### config.mk
export PLATFORM = sky130hd
export DESIGN_NAME = learn_reader
export DESIGN_NICKNAME = d
export VERILOG_FILES = /design/src/rtl/learn_reader.sv
export SDC_FILE = /design/constraint.sdc
export NUM_CORES = 1
export LEC_CHECK = 0
export BUFFER_PORTS_ARGS = -buffer_cell sky130_fd_sc_hd__buf_2
export CAP_MARGIN = 20
export CORE_MARGIN = 2
export CORE_UTILIZATION = 50
export CTS_BUF_LIST = sky130_fd_sc_hd__clkbuf_8
export CTS_CLUSTER_DIAMETER = 120
export DETAILED_ROUTE_END_ITERATION = 16
export PLACE_DENSITY = 0.7
export REMOVE_ABC_BUFFERS = 1
export SYNTH_ARGS = -nofsm -noshare
export SYNTH_HDL_FRONTEND = slang
export SYNTH_SLANG_ARGS = --single-unit
### constraint.sdc
create_clock -name clk_50m -period 2.8 [get_ports clk_50m]
set_input_delay 0.28 -clock clk_50m [delete_from_list [all_inputs] [get_ports clk_50m]]
set_output_delay 0.28 -clock clk_50m [all_outputs]
set_load 0.02 [all_outputs]
### src/rtl/learn_reader.sv
// learn_reader
// Read-back engine for the learned spectrum tables. A start request (only
// honoured while idle and with learn_done high) sweeps the complex-response
// RAM and the modulus RAM from address 0 to NUM_PTS-1. The returned
// {real, imag, modulus} words are streamed out through a small
// first-word-fall-through FIFO on a valid/ready interface with full
// back-pressure. The peak modulus and its address are tracked as words
// enter the FIFO.
//
// Ports:
//   clk_50m, rst_n         clock, asynchronous active-low reset
//   start, learn_done      sweep request (level), tables-complete qualifier
//   rd_en, rd_addr         RAM read strobe and shared read address
//   rd_real/imag/mod       RAM read data, valid RD_LAT clocks after rd_en
//   out_valid, out_ready   output handshake
//   out_real/imag/mod      FIFO head word
//   out_addr, out_last     table address of the head word, last-address flag
//   busy, done             sweep in progress, one-clock completion pulse
//   peak_mod, peak_addr    largest modulus of the current/last sweep, address
module learn_reader #(
    parameter int NUM_PTS    = 2751,
    parameter int RD_LAT     = 2,
    parameter int FIFO_DEPTH = 4
) (
    input  logic        clk_50m,
    input  logic        rst_n,
    input  logic        start,
    input  logic        learn_done,
    output logic        rd_en,
    output logic [11:0] rd_addr,
    input  logic [23:0] rd_real,
    input  logic [23:0] rd_imag,
    input  logic [23:0] rd_mod,
    output logic        out_valid,
    input  logic        out_ready,
    output logic [23:0] out_real,
    output logic [23:0] out_imag,
    output logic [23:0] out_mod,
    output logic [11:0] out_addr,
    output logic        out_last,
    output logic        busy,
    output logic        done,
    output logic [23:0] peak_mod,
    output logic [11:0] peak_addr
);

    localparam int PW = $clog2(FIFO_DEPTH);
    localparam int CW = $clog2(FIFO_DEPTH + 1);
    localparam logic [11:0]   LAST_ADDR = 12'(NUM_PTS - 1);
    localparam logic [CW-1:0] DEPTH_C   = CW'(FIFO_DEPTH);

    typedef enum logic [1:0] {
        S_IDLE  = 2'd0,
        S_ISSUE = 2'd1,
        S_DRAIN = 2'd2
    } state_t;

    state_t        r_state;
    logic          r_busy;
    logic          r_done;
    logic [11:0]   r_issue_cnt;
    logic [23:0]   r_peak_mod;
    logic [11:0]   r_peak_addr;

    // Credits count every word that will or does occupy the FIFO
    // (reads in flight plus stored words), so a read is only issued when
    // a slot is guaranteed at return time.
    logic [CW-1:0] r_credits;
    logic [CW-1:0] r_count;
    logic [PW-1:0] r_wptr;
    logic [PW-1:0] r_rptr;
    logic [RD_LAT-1:0] r_vld;
    logic [11:0]   r_apipe  [RD_LAT];
    logic [23:0]   r_f_real [FIFO_DEPTH];
    logic [23:0]   r_f_imag [FIFO_DEPTH];
    logic [23:0]   r_f_mod  [FIFO_DEPTH];
    logic [11:0]   r_f_addr [FIFO_DEPTH];

    logic w_issue;
    logic w_push;
    logic w_pop;

    // All handshake/strobe outputs are decoded from registers only.
    assign w_issue   = (r_state == S_ISSUE) && (r_credits < DEPTH_C);
    assign w_push    = r_vld[RD_LAT-1];
    assign out_valid = (r_count != CW'(0));
    assign w_pop     = out_valid && out_ready;

    assign rd_en     = w_issue;
    assign rd_addr   = r_issue_cnt;
    assign out_real  = r_f_real[r_rptr];
    assign out_imag  = r_f_imag[r_rptr];
    assign out_mod   = r_f_mod[r_rptr];
    assign out_addr  = r_f_addr[r_rptr];
    // Gated by out_valid so an empty FIFO never shows a stale last flag.
    assign out_last  = out_valid && (r_f_addr[r_rptr] == LAST_ADDR);
    assign busy      = r_busy;
    assign done      = r_done;
    assign peak_mod  = r_peak_mod;
    assign peak_addr = r_peak_addr;

    // Sweep control FSM with busy/done, issue counter and peak tracking.
    always_ff @(posedge clk_50m or negedge rst_n) begin
        if (!rst_n) begin
            r_state     <= S_IDLE;
            r_busy      <= 1'b0;
            r_done      <= 1'b0;
            r_issue_cnt <= 12'd0;
            r_peak_mod  <= 24'd0;
            r_peak_addr <= 12'd0;
        end else begin
            r_done <= 1'b0;
            // Strict compare: on a tie the earlier (lower) address is kept.
            if (w_push && (rd_mod > r_peak_mod)) begin
                r_peak_mod  <= rd_mod;
                r_peak_addr <= r_apipe[RD_LAT-1];
            end
            case (r_state)
                S_IDLE: begin
                    if (start && learn_done) begin
                        r_state     <= S_ISSUE;
                        r_busy      <= 1'b1;
                        r_issue_cnt <= 12'd0;
                        r_peak_mod  <= 24'd0;
                        r_peak_addr <= 12'd0;
                    end else begin
                        r_state <= S_IDLE;
                    end
                end
                S_ISSUE: begin
                    if (w_issue) begin
                        // The counter stops on the last address so rd_addr
                        // keeps showing it after the sweep.
                        if (r_issue_cnt == LAST_ADDR) begin
                            r_state <= S_DRAIN;
                        end else begin
                            r_issue_cnt <= r_issue_cnt + 12'd1;
                        end
                    end else begin
                        r_state <= S_ISSUE;
                    end
                end
                S_DRAIN: begin
                    if (w_pop && out_last) begin
                        r_state <= S_IDLE;
                        r_busy  <= 1'b0;
                        r_done  <= 1'b1;
                    end else begin
                        r_state <= S_DRAIN;
                    end
                end
                default: begin
                    r_state <= S_IDLE;
                    r_busy  <= 1'b0;
                end
            endcase
        end
    end

    // Read-return pipeline, credit counter and output FIFO.
    always_ff @(posedge clk_50m or negedge rst_n) begin
        if (!rst_n) begin
            r_credits <= CW'(0);
            r_count   <= CW'(0);
            r_wptr    <= PW'(0);
            r_rptr    <= PW'(0);
            r_vld     <= '0;
            for (int i = 0; i < RD_LAT; i++) begin
                r_apipe[i] <= 12'd0;
            end
            for (int i = 0; i < FIFO_DEPTH; i++) begin
                r_f_real[i] <= 24'd0;
                r_f_imag[i] <= 24'd0;
                r_f_mod[i]  <= 24'd0;
                r_f_addr[i] <= 12'd0;
            end
        end else begin
            r_vld[0]   <= w_issue;
            r_apipe[0] <= r_issue_cnt;
            for (int i = 1; i < RD_LAT; i++) begin
                r_vld[i]   <= r_vld[i-1];
                r_apipe[i] <= r_apipe[i-1];
            end

            case ({w_issue, w_pop})
                2'b10:   r_credits <= r_credits + CW'(1);
                2'b01:   r_credits <= r_credits - CW'(1);
                default: r_credits <= r_credits;
            endcase

            case ({w_push, w_pop})
                2'b10:   r_count <= r_count + CW'(1);
                2'b01:   r_count <= r_count - CW'(1);
                default: r_count <= r_count;
            endcase

            if (w_push) begin
                r_f_real[r_wptr] <= rd_real;
                r_f_imag[r_wptr] <= rd_imag;
                r_f_mod[r_wptr]  <= rd_mod;
                r_f_addr[r_wptr] <= r_apipe[RD_LAT-1];
                r_wptr           <= r_wptr + PW'(1);
            end
            if (w_pop) begin
                r_rptr <= r_rptr + PW'(1);
            end
        end
    end

endmodule

-- Word-level counts from Yosys, hierarchy flattened
Cells that the tools add are included.
- add/subtract/negate cells: 7
- order comparisons: 5
- equality and inequality tests: 13
- multiplexer cells: 42
- bitwise logic cells: 3
- reductions and logical operators: 14
- operators with widths (kind ; count):
    $bwmux W96 ; 3
    $mux W24 ; 10
    $bmux W24 S2 ; 3
    $mux W12 ; 9
    $bwmux W48 ; 1
    $demux W24 S2 ; 1
    $bmux W12 S2 ; 1
    $demux W12 S2 ; 1
    $eq A12 B12 Y1 const B ; 2
    $gt A24 B24 Y1 ; 1
    $pmux W12 S2 ; 1
    $add A12 B1 Y12 const B ; 1
    $pmux W3 S2 ; 2
    $ne A2 B2 Y1 const B ; 4
    $logic_and A1 B1 Y1 ; 7
    $add A3 B1 Y3 const B ; 2
    $eq A2 B1 Y1 const B ; 3
    $eq A2 B2 Y1 const B ; 3
    $ge A3 B3 Y1 const B ; 2
    $mux W2 ; 3
    $not A2 Y3 ; 2
    $pmux W2 S3 ; 1
    $reduce_bool A2 Y1 ; 3
    $sub A3 B1 Y3 const B ; 2
    11 further kinds ; 16
- register bits: 424
- input bits: 77
- output and inout bits: 137
- logic and storage cells: 113

-- Logic depth before layout (Yosys ltp)
Gate-level depths: netlist of run 1.
- depth in word-level cells: 9
- gate-level depth with buffers: 10
- gate-level depth less buffers: 9

-- Least setup slack after synthesis of run 1
Ideal clock, no wire load.
- kind: flip-flop to flip-flop
- start point: register r_peak_mod[22] (netlist: peak_mod[22])
- end point: register r_peak_addr[0] (netlist: peak_addr[0])
- setup time: 0.123 ns
- data arrival time: 2.439 ns
- required time: 2.677 ns
- slack: 0.238 ns
- cell stages (with the launch flop): 11
- path buffers: 2
- period minus slack after synthesis: 2.562 ns
- cell sequence: dfrtp_1 inv_1 ha_1 a21oi_2 nand2_1 a221o_1 or4_1 o211a_1 buf_6 buf_12 mux2i_1
- cells in the longest elaborated chain, start to end: 5
- RTL lines (what ; RTL line ; text):
    start, declared ; 62 ; logic [23:0] r_peak_mod;
    start signal, assigned ; 115 ; r_peak_mod <= rd_mod;
    $gt A24 B24 Y1 * ; 114 ; if (w_push && (rd_mod > r_peak_mod)) begin
    $logic_and A1 B1 Y1 * ; 114 ;
    $mux W12 * ; 114 ;
    $mux W12 ; 120 ; if (start && learn_done) begin
    $mux W12 * ; 118 ; case (r_state)
    end signal, assigned ; 116 ; r_peak_addr <= r_apipe[RD_LAT-1];
    end, declared ; 63 ; logic [11:0] r_peak_addr;
Mark *: on every way between the ends. The rest lies on a longest branch, timed or not.
A chain may end at the register's enable or synchronous reset.

-- Worst setup path after layout of run 1
- start point: register r_rptr[0]
- end point: output port out_last
- cells in the longest elaborated chain, start to end: 6
- RTL lines (what ; RTL line ; text):
    start, declared ; 71 ; logic [PW-1:0] r_rptr;
    start signal, assigned ; 205 ; r_rptr <= r_rptr + PW'(1);
    $not A2 Y3 (not written as such) ; 96 ; assign out_last = out_valid && (r_f_addr[r_rptr] == LAST_ADDR);
    $bmux W12 S2 ; 96 ;
    $mux W12 (not written as such) (2 in a row) ; 96 ;
    $eq A12 B12 Y1 ; 96 ;
    $logic_and A1 B1 Y1 ; 96 ;
    end, declared ; 40 ; output logic out_last,
No other way between the ends. The select of a mux whose other input is x is not followed.

==> summary.md, run 1 <==
| Metric | Value |
|---|---|
| Total CTS buffers | 73 |
| Die Span Y | 197 um |
| Mapped Cells | between 1,000 and 1,500 |
| Core Rows | 70 |
| Finished layout cell area | approximately 23,000 um2 |
| Core ar. | 36,600 um2 |
| Worst vdd ir | 0.000601 V |
| Failing checks | negative setup slack |
| I/O Buffers | roughly 210 |
| # Max-Cap Violations | 0 |
| Hold Violations, Final | 0 |
| Total clock sinks | 424 |
| Vias per inst | between 5 and 6 |
| GRT overflow | 0 |
| Routability cong. | approximately 0.77 |
| Vias in the first global route | around 12,000 |
| Area contributors post-synth | dfrtp_1 57%, mux2_2 20%, mux4_2 10%, ha_1 2.2%, mux2i_1 2.0% |
| Pwr dens | around 1200 nW/um2 |
| Initial antenna violation count | 1 |
| Synth top area share | between 50% and 60% |
| Worst slew pin tran | approximately 0.85 ns |
| Compound-cell area share of the yosys netlist | under 10% |
| Clock Latency Late Sink | slightly above 0.6 ns |
| P&R area growth vs syn | 22.5% |
| Routed Antenna Nets | 0 |
| Pre-CTS setup slack | 0.0958 ns |
| Total track usage | 22.4% |
| Period utilisation layout | 101% |
| Critical path launch point type | register |
| Top_reg_cell synth | dfrtp_1 |
| Setup CP Type | register to output port |
| Met3 WL | between 1500 and 2000 um |
| Sequential share of the synthesized area | between 50% and 60% |
| Share of post-route cells with drive strength above 1 | just under 50% |
| H-Tree Level Count | 3 |
| Pre-Repair DR Iteration Count | 4 |
| Main combinational cell family by area after synthesis | multiplexers |
| Layout net count | ~1,700 |
| Full die area | 38,700 um2 |
| DP HPWL | around 26,000 um |
| Max clock buf depth | 3 |
| Required @ worst endpoint | ~2.5 ns |
| CTS Root Cell | clkbuf_8 |
| Clk slew on worst S/H paths | around 0.060 ns |
| RSZ-0062 raised after global routing | true |
| Wl on met1 | about 19,000 um |
| Post-synthesis mux area share | between 30% and 40% |
| First-iteration detailed-routing DRC count | between 400 and 500 |
| Hold WC Path Type | input pin to register |
| Placed cell areas | about 20,000 um2 |
| # fillers | approximately 2,800 |
| Via count | roughly 11,000 |
| Adder-cell share of the synthesized area | around 2.4% |
| Ports | about 210 |
| Post-synthesis cell type count | 42 |
| XOR/XNOR Fraction of Synth Area | less than 1% |
| Max Freq | approximately 0.35 GHz |
| Top sig layer | met5 |
| Leak | 0.0105 uW |
| Register area | 10,600 um2 |
| Cell area after synthesis | about 19,000 um2 |
| Die Wd | around 200 um |
| Crit path DAT | about 2.5 ns |
| Area leader, netlist | dfrtp_1 |
| Final WS setup | -0.0214 ns |
| Pwr Total | 26,500 uW |
| Post-Synth Simple-Gate Area | ~3.5% |
| Fin crit period | around 2.8 ns |
| Warnings from Yosys | 0 |
| Sum Neg Setup Slack | -0.0214 ns |
| Global-route wire length before repair | 67,300 um |
| Most frequent cells in the layout | 422 x dfrtp_1, 333 x mux2_2, 211 x buf_2 |
| Antenna diodes | 0 |
| Pin count of the biggest net entering global routing | 80 |
| CTS tree | yes |
| Area of the multi-input gates | approximately 7500 um2 |
| Most common cell after layout, fill and taps aside | dfrtp_1 |
| Met2 wire len | approximately 20,000 um |
| Number of synthesized flops with an enable pin | 0 |
| Synth Register Bits | 424 |
| Syn avg cell area | about 15 um2 |
| Slew Limit Fails | 0 |
| Worst-path fanout max | 4 |
| Finish-stage setup viols | 1 |
| Clk_skew | between 0.02 and 0.03 ns |
| Post-synth ARST share | between 90% and 100% |
| Status | complete, but fails checks |
| Overall routed net length | around 42,000 um |
| Residual DRC count | 0 |
| Starting density of the core | between 50% and 60% |
| Avg WL per Cell | 20.3 um |
| Worst setup EP type | output port |
| Slew headroom | 43.5% |
-- final timing paths --
check                      slack, ns  cells past startpoint                  endpoint              startpoint
hold / removal                  0.14                      5    r_state[0]$_DFFE_PN0P_              learn_done
setup reg to reg                0.17                      9    peak_addr[7]$_DFF_PN0_  peak_mod[17]$_DFF_PN0_
min in group asynchronous       0.25                      2  r_f_imag[86]$_DFFE_PN0P_                   rst_n
setup / recovery               -0.02                      7                  out_last   r_rptr[0]$_DFFE_PN0P_
max in group asynchronous       1.58                      3   r_f_real[0]$_DFFE_PN0P_                   rst_n
hold reg to reg                 0.35                      0      r_apipe[5]$_DFF_PN0_   r_apipe[17]$_DFF_PN0_
-- layer usage --
| metal | track usage, % | vias up |
|---|---|---|
| met5 | 0 | - |
| met4 | 6.60 | 2 |
| met2 | 36.3 | 235 |
| met3 | 4.74 | 51 |
| li1 | - | 5112 |
| met1 | 30.7 | 5922 |
-- kinds of logic after synthesis --
logic type	after synthesis
mux	454
flops	424
simple gates	149
buf+inv	107
compound gates	34
fa+ha+maj	34
xor+xnor	18
-- cell usage after synthesis, drive strengths merged (4+ instances only) --
library cell / n
dfrtp: 424
xnor2: 7
nand3: 7
a21oi: 9
mux2: 333
mux4: 84
xor2: 11
nand2: 98
clkbuf: 52
and3: 4
inv: 38
nor2: 19
o21ai: 12
mux2i: 37
buf: 17
ha: 32
-- cell type report --
| type | count | area share [%] |
|---|---|---|
| multi-input cells | 689 | 33.1 |
| clock inverters | 26 | 0.473 |
| repair buffers | 339 | 10.7 |
| inverters | 38 | 0.627 |
| flip-flops and latches | 424 | 46.7 |
| clock buffers | 95 | 5.75 |
| well taps | 468 | 2.57 |
-- through the flow --
stage	std cells	utilization (%)	hold WS (ns)
4_1_cts	2075	61.9	0.0960
3_3_place_gp	1870	55.6	0.325
2_1_floorplan	1151	-	-0.0156
5_1_grt	2079	62.1	0.177
3_5_place_dp	1870	55.6	0.334
6_report	2079	62.1	0.137
-- sequential cells by signal, summed over array words and instances (netlist names) --
name and cells:
busy 1, r_wptr 2, peak_addr 12, r_rptr 2, rd_addr 12, r_f_imag 96
r_f_real 96, done 1, peak_mod 24, r_count 3, r_vld 2, r_apipe 24
r_f_mod 96, r_state 2, r_f_addr 48, r_credits 3
-- critical path: stages (launching register included) --
cell      delay, ns
dfrtp_4        0.51
buf_12         0.15
mux4_2         0.45
nor4bb_2       0.30
buf_4          0.18
nand3_4        0.08
nor2b_1        0.12
buf_4          0.15
-- timing repair --
action	in CTS	in global routing
endpoints found under the setup margin	11	56
hold endpoints to repair	372	0
hold buffers	74	0
gates resized for setup	5	7
gates cloned	0	3
setup buffers	10	1
pin swaps	2	2
-- power by group --
| part | internal (uW) | switching (uW) | total, uW |
|---|---|---|---|
| sequential | 8760 | 1380 | 10100 |
| combinational | 5570 | 5380 | 10900 |
| clock | 3000 | 2400 | 5400 |
| total | 17300 | 9150 | 26500 |
(Power assumes the default switching activity.)
==> run 2, diff against run 1 <==
--- a/config.mk
+++ b/config.mk
@@ -10,9 +10,8 @@
 export CORE_MARGIN = 2
 export CORE_UTILIZATION = 50
 export CTS_BUF_LIST = sky130_fd_sc_hd__clkbuf_8
-export CTS_CLUSTER_DIAMETER = 120
 export DETAILED_ROUTE_END_ITERATION = 16
-export PLACE_DENSITY = 0.7
+export PLACE_DENSITY = 0.77
 export REMOVE_ABC_BUFFERS = 1
 export SYNTH_ARGS = -nofsm -noshare
 export SYNTH_HDL_FRONTEND = slang
==> run 2 against run 1 <==
The flow now finishes without violations. First-iteration DRC count increased by 11%. Routed wire length decreased by 1.7%. Clock power decreased by 3%. Global-route usage decreased by 0.33 points. Cell area decreased by 0.78%. Critical path depth decreased by 1. Die area unchanged. Non-clock buffer count decreased by 12. Worst setup slack improved by 0.025 ns. Clock skew decreased by 0.011 ns. Via count increased by 0.27%. Clock-buffer cell count decreased by 8. Critical path type unchanged. Critical endpoint unchanged.
==> summary.md, run 2 (synthesis results as in run 1) <==
| Metric | Value |
|---|---|
| Residual DRC count | 0 (unchanged) |
| Total CTS buffers | 73 (unchanged) |
| Routed Antenna Nets | 0 (unchanged) |
| Pre-CTS setup slack | 0.0923 ns (was 0.0958 ns) |
| CTS Root Cell | clkbuf_8 (unchanged) |
| DP HPWL | 26,500 um (was 26,200 um) |
| Status | completed (was complete, but fails checks) |
| Pin count of the biggest net entering global routing | 75 (was 80) |
| Worst-path fanout max | 4 (unchanged) |
| Placed cell areas | 20,300 um2 (was 20,400 um2) |
| GRT overflow | 0 (unchanged) |
| Layout net count | 1,664 (was 1,676) |
| Hold Violations, Final | 0 (unchanged) |
| Global-route wire length before repair | 66,300 um (was 67,300 um) |
| Routability cong. | 0.783 (was 0.768) |
| I/O Buffers | 213 (unchanged) |
| Post-Route Utilization | 61.6% (was 62.1%) |
| H-Tree Level Count | 3 (unchanged) |
| Worst setup EP type | output port (unchanged) |
| Sequential power share | 39.0% (was 38.3%) |
| RSZ-0062 raised after global routing | true (unchanged) |
| CP cell instances | buf_6 > mux4_2 > nor4bb_4 > nand3_2 > nor2b_1 > buf_4 (was buf_12 > mux4_2 > nor4bb_2 > buf_4 > nand3_4 > nor2b_1 > buf_4) |
| Total track usage | 22.0% (was 22.4%) |
| Critical path launch point type | register (unchanged) |
| Pre-Repair DR Iteration Count | 6 (was 4) |
| Starting density of the core | 50.7% (unchanged) |
| Leak | 0.0105 uW (about the same) |
| Period utilisation layout | 99.9% (was 101%) |
| Slew Limit Fails | 0 (unchanged) |
| Vias in the first global route | 12,215 (was 12,254) |
| Clock power frac | 20.1% (was 20.4%) |
| Final WS setup | 0.00327 ns (was -0.0214 ns) |
| Finish-stage setup viols | 0 (was 1) |
| Pwr Total | 26,100 uW (was 26,500 uW) |
| Total clock sinks | 424 (unchanged) |
| Die Wd | 197 um (unchanged) |
| Required @ worst endpoint | 2.52 ns (about the same) |
| Hold Worst Slack | 0.142 ns (was 0.137 ns) |
| First-iteration detailed-routing DRC count | 467 (was 419) |
| Switching Share | 35.0% (was 34.6%) |
| Clk_skew | 0.0170 ns (was 0.0281 ns) |
| Clock Latency Late Sink | 0.60 ns (was 0.61 ns) |
| Core ar. | 36,600 um2 (unchanged) |
| Hold WC Path Type | input pin to register (unchanged) |
| Highest-delay cell along the critical path | mux4_2 (was dfrtp_4) |
| Initial antenna violation count | 2 (was 1) |
| Avg WL per Cell | 20.0 um (was 20.3 um) |
| # Max-Cap Violations | 0 (unchanged) |
| Ports | 214 (unchanged) |
| Worst vdd ir | 0.000549 V (was 0.000601 V) |
| Switch Pwr | 9120 uW (was 9150 uW) |
| Finished layout cell area | 22,600 um2 (was 22,700 um2) |
| Overall routed net length | 41,400 um (was 42,100 um) |
| P&R area growth vs syn | 21.6% (was 22.5%) |
| CTS tree | yes (unchanged) |
| Share of post-route cells with drive strength above 1 | 49.0% (was 49.3%) |
| Pwr dens | 1160 nW/um2 (about the same) |
| Biggest regs | r_f_imag (96), r_f_mod (96), r_f_real (96) (unchanged) |
| Die Span Y | 197 um (unchanged) |
| Combinational Power Share | 40.9% (was 41.3%) |
| Slew headroom | 59.0% (was 43.5%) |
| Via count | 11,353 (was 11,322) |
| Setup CP Type | register to output port (unchanged) |
| Most common cell after layout, fill and taps aside | dfrtp_1 (unchanged) |
| Fin crit period | 2.80 ns (was 2.82 ns) |
| Crit-path max cell delay | 0.56 ns (was 0.51 ns) |
| Crit path DAT | 2.52 ns (was 2.54 ns) |
| Vias per inst | 5.47 (was 5.45) |
| Clk slew on worst S/H paths | 0.06 ns (about the same) |
| Worst slew pin tran | 0.614 ns (was 0.847 ns) |
| Most frequent cells in the layout | 422 x dfrtp_1, 333 x mux2_2, 211 x buf_2 (unchanged) |
| Internal power | 17,000 uW (was 17,300 uW) |
| Max clock buf depth | 3 (unchanged) |
| Core Rows | 70 (unchanged) |
| Full die area | 38,700 um2 (unchanged) |
| Max Freq | 0.358 GHz (was 0.354 GHz) |
-- run 2: layout make-up --
| type | count | area (um2) |
|---|---|---|
| Fill cell | 2746 | 14000 |
| Tap cell | 468 | 586 |
| Clock buffer | 87 | 1200 |
| Clock inverter | 39 | 171 |
| Timing Repair Buffer | 327 | 2300 |
| Inverter | 38 | 143 |
| Antenna cell | 2 | 5.00 |
| Sequential cell | 424 | 10600 |
| Multi-Input combinational cell | 689 | 7540 |
-- run 2: power groups by stage --
stage	combinational [uW]	clock, uW	sequential [uW]
after floorplan	7140	0	10300
final	10700	5250	10200
after global placement	10300	0	10100
after CTS	10800	5420	10100
after global routing	11500	5720	10500
after detailed placement	10500	0	10300
-- run 2: what timing repair did --
item	in CTS	in global routing
gates resized for setup	8	3
hold buffers	74	0
setup endpoints to repair	65	31
pin swaps	2	2
endpoints found under the hold margin	375	0
setup buffers	7	1
-- run 2: worst max-delay path, delay by kind of cell (launching register included) --
family	cells	cell delay, ns
simple gates	3	0.62
buf+inv	2	0.28
mux	1	0.56
flops	1	0.45
-- run 2: through the flow --
stage | instances | TNS (ns)
after floorplan | 1151 | -202.21
after global placement | 1864 | 0
after detailed placement | 1864 | 0
after CTS | 2071 | 0
after global routing | 2074 | -0.350
final | 2074 | 0
-- run 2: final timing paths --
path | slack [ns] | end | depth (start not counted) | from
min in group asynchronous | 0.25 | r_f_imag[71]$_DFFE_PN0P_ | 2 | rst_n
min reg2reg | 0.35 | r_apipe[0]$_DFF_PN0_ | 0 | r_apipe[12]$_DFF_PN0_
max in group asynchronous | 1.60 | r_apipe[10]$_DFF_PN0_ | 4 | rst_n
max | 0.003 | out_last | 6 | r_rptr[0]$_DFFE_PN0P_
min | 0.14 | busy$_DFFE_PN0P_ | 5 | learn_done
max reg2reg | 0.13 | peak_addr[7]$_DFF_PN0_ | 9 | peak_mod[17]$_DFF_PN0_
-- run 2: metal layers --
metal  track usage (%)  up-vias  share of wire, %
li1                  -     5092                 -
met1              29.5     5918                44
met2              35.6      270                48
met3              6.07       73               6.3
met4              6.40        0               2.0
met5                 0        -                 0
